File: src/rtl/fp_result_uart_tx_if.sv
// Result-word handshake and UART byte/strobe signals shared by the compute side,
// the serializer and the UART transmitter.
interface fp_result_uart_tx_if;
  logic [31:0] fp_data;
  logic        fp_valid;
  logic        fp_ready;
  logic        uart_tx_done;
  logic [7:0]  uart_tx_data;
  logic        uart_send_data;
  logic        busy;
  logic [15:0] words_sent;
  logic        overflow;

  modport master (
    output fp_data, fp_valid, uart_tx_done,
    input  fp_ready, uart_tx_data, uart_send_data, busy, words_sent, overflow
  );

  modport slave (
    input  fp_data, fp_valid, uart_tx_done,
    output fp_ready, uart_tx_data, uart_send_data, busy, words_sent, overflow
  );
endinterface

File: src/rtl/fp_result_uart_tx.sv
// Buffers 32-bit result words in a FIFO and serializes each one as 4 UART bytes,
// pacing every byte on the transmitter's done pulse.
module fp_result_uart_tx #(
  parameter int DEPTH     = 16,
  parameter int MSB_FIRST = 1
) (
  input  logic               clk,
  input  logic               rst,
  fp_result_uart_tx_if.slave bus
);
  localparam int AW = $clog2(DEPTH);

  typedef enum logic [1:0] {IDLE, SEND, WAIT} state_t;

  state_t         state_q, state_d;
  logic [31:0]    mem_q [DEPTH];
  logic [AW-1:0]  wr_ptr_q, wr_ptr_d;
  logic [AW-1:0]  rd_ptr_q, rd_ptr_d;
  logic [AW:0]    count_q, count_d;
  logic [31:0]    shift_q, shift_d;
  logic [1:0]     byte_idx_q, byte_idx_d;
  logic [7:0]     tx_data_q, tx_data_d;
  logic           send_q, send_d;
  logic [15:0]    words_q, words_d;
  logic           overflow_q, overflow_d;
  logic           full;
  logic           push;
  logic           pop;

  function automatic logic [7:0] lead_byte(input logic [31:0] w);
    return (MSB_FIRST != 0) ? w[31:24] : w[7:0];
  endfunction

  function automatic logic [31:0] drop_byte(input logic [31:0] w);
    return (MSB_FIRST != 0) ? {w[23:0], 8'h00} : {8'h00, w[31:8]};
  endfunction

  // Full blocks the push even when the FSM pops in the same cycle.
  assign full = (count_q == (AW+1)'(DEPTH));
  assign push = bus.fp_valid && !full;

  always_comb begin
    state_d    = state_q;
    wr_ptr_d   = wr_ptr_q;
    rd_ptr_d   = rd_ptr_q;
    count_d    = count_q;
    shift_d    = shift_q;
    byte_idx_d = byte_idx_q;
    tx_data_d  = tx_data_q;
    send_d     = 1'b0;
    words_d    = words_q;
    overflow_d = overflow_q | (bus.fp_valid & full);
    pop        = 1'b0;

    case (state_q)
      IDLE: begin
        if (count_q != '0) begin
          pop        = 1'b1;
          tx_data_d  = lead_byte(mem_q[rd_ptr_q]);
          shift_d    = drop_byte(mem_q[rd_ptr_q]);
          byte_idx_d = 2'd0;
          send_d     = 1'b1;
          state_d    = SEND;
        end
      end
      SEND: state_d = WAIT;
      WAIT: begin
        if (bus.uart_tx_done) begin
          if (byte_idx_q == 2'd3) begin
            words_d = words_q + 16'd1;
            state_d = IDLE;
          end else begin
            byte_idx_d = byte_idx_q + 2'd1;
            tx_data_d  = lead_byte(shift_q);
            shift_d    = drop_byte(shift_q);
            send_d     = 1'b1;
            state_d    = SEND;
          end
        end
      end
      default: state_d = IDLE;
    endcase

    if (push) wr_ptr_d = wr_ptr_q + AW'(1);
    if (pop)  rd_ptr_d = rd_ptr_q + AW'(1);
    case ({push, pop})
      2'b10:   count_d = count_q + (AW+1)'(1);
      2'b01:   count_d = count_q - (AW+1)'(1);
      default: count_d = count_q;
    endcase
  end

  always_ff @(posedge clk) begin
    if (rst) begin
      state_q    <= IDLE;
      wr_ptr_q   <= '0;
      rd_ptr_q   <= '0;
      count_q    <= '0;
      shift_q    <= '0;
      byte_idx_q <= '0;
      tx_data_q  <= '0;
      send_q     <= 1'b0;
      words_q    <= '0;
      overflow_q <= 1'b0;
    end else begin
      state_q    <= state_d;
      wr_ptr_q   <= wr_ptr_d;
      rd_ptr_q   <= rd_ptr_d;
      count_q    <= count_d;
      shift_q    <= shift_d;
      byte_idx_q <= byte_idx_d;
      tx_data_q  <= tx_data_d;
      send_q     <= send_d;
      words_q    <= words_d;
      overflow_q <= overflow_d;
      if (push) mem_q[wr_ptr_q] <= bus.fp_data;
    end
  end

  assign bus.fp_ready       = !full;
  assign bus.uart_tx_data   = tx_data_q;
  assign bus.uart_send_data = send_q;
  assign bus.busy           = (state_q != IDLE) || (count_q != '0);
  assign bus.words_sent     = words_q;
  assign bus.overflow       = overflow_q;
endmodule

File: src/flat_wrapper.sv
// flat-port wrapper written by rule: the top's interface ports become plain ports
module fp_result_uart_tx_flat 
#(
  parameter int DEPTH     = 16,
  parameter int MSB_FIRST = 1
)
  (clk, rst, bus_fp_data, bus_fp_valid, bus_uart_tx_done, bus_fp_ready, bus_uart_tx_data, bus_uart_send_data, bus_busy, bus_words_sent, bus_overflow);
  fp_result_uart_tx_if bus_i ();
  input  logic clk;
  input  logic rst;
  input wire logic [$bits(bus_i.fp_data)-1:0] bus_fp_data;
  input wire logic [$bits(bus_i.fp_valid)-1:0] bus_fp_valid;
  input wire logic [$bits(bus_i.uart_tx_done)-1:0] bus_uart_tx_done;
  output wire logic [$bits(bus_i.fp_ready)-1:0] bus_fp_ready;
  output wire logic [$bits(bus_i.uart_tx_data)-1:0] bus_uart_tx_data;
  output wire logic [$bits(bus_i.uart_send_data)-1:0] bus_uart_send_data;
  output wire logic [$bits(bus_i.busy)-1:0] bus_busy;
  output wire logic [$bits(bus_i.words_sent)-1:0] bus_words_sent;
  output wire logic [$bits(bus_i.overflow)-1:0] bus_overflow;
  assign bus_i.fp_data = bus_fp_data;
  assign bus_i.fp_valid = bus_fp_valid;
  assign bus_i.uart_tx_done = bus_uart_tx_done;
  assign bus_fp_ready = bus_i.fp_ready;
  assign bus_uart_tx_data = bus_i.uart_tx_data;
  assign bus_uart_send_data = bus_i.uart_send_data;
  assign bus_busy = bus_i.busy;
  assign bus_words_sent = bus_i.words_sent;
  assign bus_overflow = bus_i.overflow;
  fp_result_uart_tx #(.DEPTH(DEPTH), .MSB_FIRST(MSB_FIRST)) u_core (.clk(clk), .rst(rst), .bus(bus_i));
endmodule
File: config.mk
export PLATFORM = sky130hd
export DESIGN_NAME = fp_result_uart_tx_flat
export DESIGN_NICKNAME = d
export VERILOG_FILES = /design/src/rtl/fp_result_uart_tx_if.sv /design/src/rtl/fp_result_uart_tx.sv /design/src/flat_wrapper.sv
export SDC_FILE = /design/constraint.sdc
export NUM_CORES = 1
export LEC_CHECK = 0
export CELL_PAD_IN_SITES_DETAIL_PLACEMENT = 0
export CELL_PAD_IN_SITES_GLOBAL_PLACEMENT = 1
export CORE_MARGIN = 2
export CORE_UTILIZATION = 55
export DETAILED_ROUTE_END_ITERATION = 8
export PLACE_DENSITY = 0.91
export SYNTH_ARGS = -nofsm -noshare
export SYNTH_HDL_FRONTEND = slang
export SYNTH_SLANG_ARGS = --single-unit
File: constraint.sdc
create_clock -name clk -period 9.55 [get_ports clk]
set_clock_uncertainty 0.2 [all_clocks]
set_input_delay 1.91 -clock clk [delete_from_list [all_inputs] [get_ports clk]]
set_output_delay 1.91 -clock clk [all_outputs]
set_load 0.02 [all_outputs]
==> out/metrics.yaml <==
die_w_um: 206.3
antenna_found_initial: 0
ant_nets: 0
placed_cell_area_sq_mm: 0.02371
cp-end-kind: "register"
avgSynthCellArea_sq_um: 18.47
num_rows: 74
layout.cells.non_filler: 1862
gr-usage-met2_pct: 36.22
start_kind: "input port"
drc: 0
n_antenna_cell: 0
ioPinCount: 64
vias_per_cell: 6.165
nets: 1335
clkSinkCount: 583
core_sq_mm: 0.04065
synth.area.top_cells: "edfxtp_1 (68%), mux4_2 (13%), dfxtp_1 (6.3%)"
placedCellCount: 1761
postCtsSetupBuffers: 0
critPathMaxFanout: 21
insertion_delay_ns: 0.59
initial_core_util_pct: 55.38
synth_cell_types: 49
vias: 11480
regToRegStartpoint: "u_core.count_q[1]"
clockBufferDepth: 3
grt_pass1_vias: 11730
wl_um: 45590
synth_top_cell_area_share_pct: 68.30
grt_pass1_wl_um: 69730
post-dp-hpwl_um: 25430
hp-class: "register to register"
path_class: "input port to register"
min_to: "u_core.shift_q[31]"
peakVddDrop_v: 0.0001471
worst_path_max_delay_cell: "nor3_2"
ctsHoldBuffers: 0
fillers: 2725
cts_tree: "yes"
min_period_ns: 5.058
arrival_ns: 5.10
synth-main-ff-cell: "edfxtp_1"
final-max-slew-violation-count: 0
drt_iter0_drc: 1203
setup-tns-final_ns: 0
clock-root-buffer: "clkbuf_16"
cts.htree.levels: 2
cts.clk_slew.worst_paths_ns: 0.06
synth_nets: 1266
setup_viol: 0
gr-usage-all-layers_pct: 22.25
max_clock_freq_ghz: 0.1977
fin_crit_sh_pct: 52.96
synthesis.area_sq_mm: 0.02251
gp_congestion: 0.7716
yosysMostFrequentCell: "edfxtp_1"
synth_edf_count: 512
grt_start_max_net_pins: 85
max_slew_margin_pct: 10.61
areaGrowthSynthToFinish_pct: 13.36
crit_chain: "clkdlybuf4s50_1 -> a21boi_1 -> inv_1 -> nor2_1 -> nand2_1 -> nor3_2 -> buf_4"
tightest_slew_ns: 1.338
numPortBuffers: 63
hold_start: "u_core.shift_q[31]"
yosysSeqAreaShare_pct: 74.61
r2r.worst_path.cells: 7
synthCells: 1219
reg2reg_to: "u_core.mem_q[0][30]"
post_cts_resized: 0
cts_buffers: 56
grt_overflow: 0
synthArstFlopShare_pct: 0
synth_top_area_cell: "edfxtp_1"
final_area_sq_mm: 0.02552
crit_required_ns: 9.59
die_h_um: 206.3
r2r_slack_ns: 5.65
rsz0062_at_grt: "false"
yosys_warnings: 0
hold_viol_final: 0
dieArea_sq_mm: 0.04256
p_per_area_mw_per_mm2: 244.8
slowest_delay_ns: 1.01
grt_busiest_layer: "met2"
outcome: "complete, no violations"
hold_depth: 2
p_leak_nw: 8.199
grtUsageMet1_pct: 30.54
wl_per_cell_um: 24.49
drtPass1Iterations: 5
synth_common_cells: "edfxtp_1 (512), nor2_1 (197), mux4_2 (128), dfxtp_1 (71), clkbuf_1 (29)"
met3_usage_pct: 4.715
drive_gt1_share_pct: 19.70
ys_seq_elements: 583
drv_cap: 0
fin_total_pwr_mw: 6.246
==> logic make-up (layout without fill, tap and decap cells) <==
| group | Yosys count | in the layout | share of synthesized area, % |
|---|---|---|---|
| multiplexers | 151 | 151 | 13.83 |
| adder cells (fa/ha/maj) | 11 | 11 | 0.6114 |
| flip-flops | 583 | 583 | 74.61 |
| XOR/XNOR | 24 | 24 | 0.9337 |
| AND/OR/NAND/NOR | 307 | 307 | 6.381 |
| buffers and inverters | 73 | 184 | 1.606 |
| AO/OA/AOI/OAI | 70 | 70 | 2.023 |
==> routing by layer <==
metal,wire length (um),vias to the layer above
li1,-,4955
met1,18480,5967
met2,22540,487
met3,3513,71
met4,1056,0
met5,0,-
==> worst max-delay path: cells and delay by family <==
family / cells / cell delay, ns
AO/OA/AOI/OAI: 1 / 0.37
buffers and inverters: 3 / 1.18
AND/OR/NAND/NOR: 3 / 1.61
==> metrics by stage <==
| step | utilization [%] | hold slack (ns) | setup slack, ns |
|---|---|---|---|
| 2_1_floorplan | - | 0.2270 | 4.015 |
| 3_3_place_gp | 58.33 | 0.2448 | 4.101 |
| 3_5_place_dp | 58.33 | 0.2484 | 3.912 |
| 4_1_cts | 62.76 | 0.2580 | 4.488 |
| 5_1_grt | 62.78 | 0.2718 | 4.248 |
| 6_report | 62.78 | 0.2555 | 4.492 |
==> registers in the layout, summed over array words and instances (netlist names), named ones only <==
name,flops
u_core.bus.uart_send_data,1
u_core.shift_q,24
u_core.byte_idx_q,2
u_core.bus.words_sent,16
u_core.count_q,5
u_core.state_q,2
u_core.rd_ptr_q,4
u_core.bus.overflow,1
u_core.wr_ptr_q,4
u_core.bus.uart_tx_data,8
u_core.mem_q,512
==> power breakdown <==
part	switching, mW	internal (mW)
combinational	0.617	0.507
clock	0.891	1.26
sequential	0.101	2.87
total	1.61	4.64
==> worst max path at each step <==
| stage | slack [ns] | end | cells after the start | startpoint |
|---|---|---|---|---|
| 3_5_place_dp | 3.91 | u_core.mem_q[0][30] | 7 | bus_fp_valid |
| 6_report | 4.49 | u_core.mem_q[0][30] | 7 | bus_fp_valid |
| 3_3_place_gp | 4.10 | u_core.mem_q[0][24] | 7 | bus_fp_valid |
| 5_1_grt | 4.25 | u_core.mem_q[0][30] | 7 | bus_fp_valid |
| 2_1_floorplan | 4.02 | u_core.mem_q[0][0] | 5 | bus_fp_valid |
| 4_1_cts | 4.49 | u_core.mem_q[0][30] | 7 | bus_fp_valid |
==> layout make-up <==
type | count | area (sq um) | share of cell area [%]
inverter | 6 | 22.52 | 0.08825
multi-input combinational | 563 | 5472 | 21.44
tap | 532 | 665.6 | 2.608
sequential | 583 | 16810 | 65.86
timing repair buffer | 78 | 754.5 | 2.956
clock inverter | 19 | 167.7 | 0.6570
clock buffer | 81 | 1632 | 6.393
==> placed cells by master (no fill, tap or decap), types with 6 or more instances in the layout <==
cell type and count:
nand2b_1 6, o21ai_1 7, nor2_1 185, nor2_4 12, nand3_1 6, clkbuf_1 13
dfxtp_1 67, nand2_1 23, nand4_1 7, xor2_1 19, clkbuf_16 59, clkdlybuf4s50_1 62
nor4_2 10, edfxtp_1 512, mux2i_1 22, clkbuf_8 7, nor4_1 11, buf_4 13
clkinv_2 9, mux4_2 128, ha_1 11, a21oi_1 11, o22ai_1 24, nor3_1 23
Power figures use the tool's default switching activity.
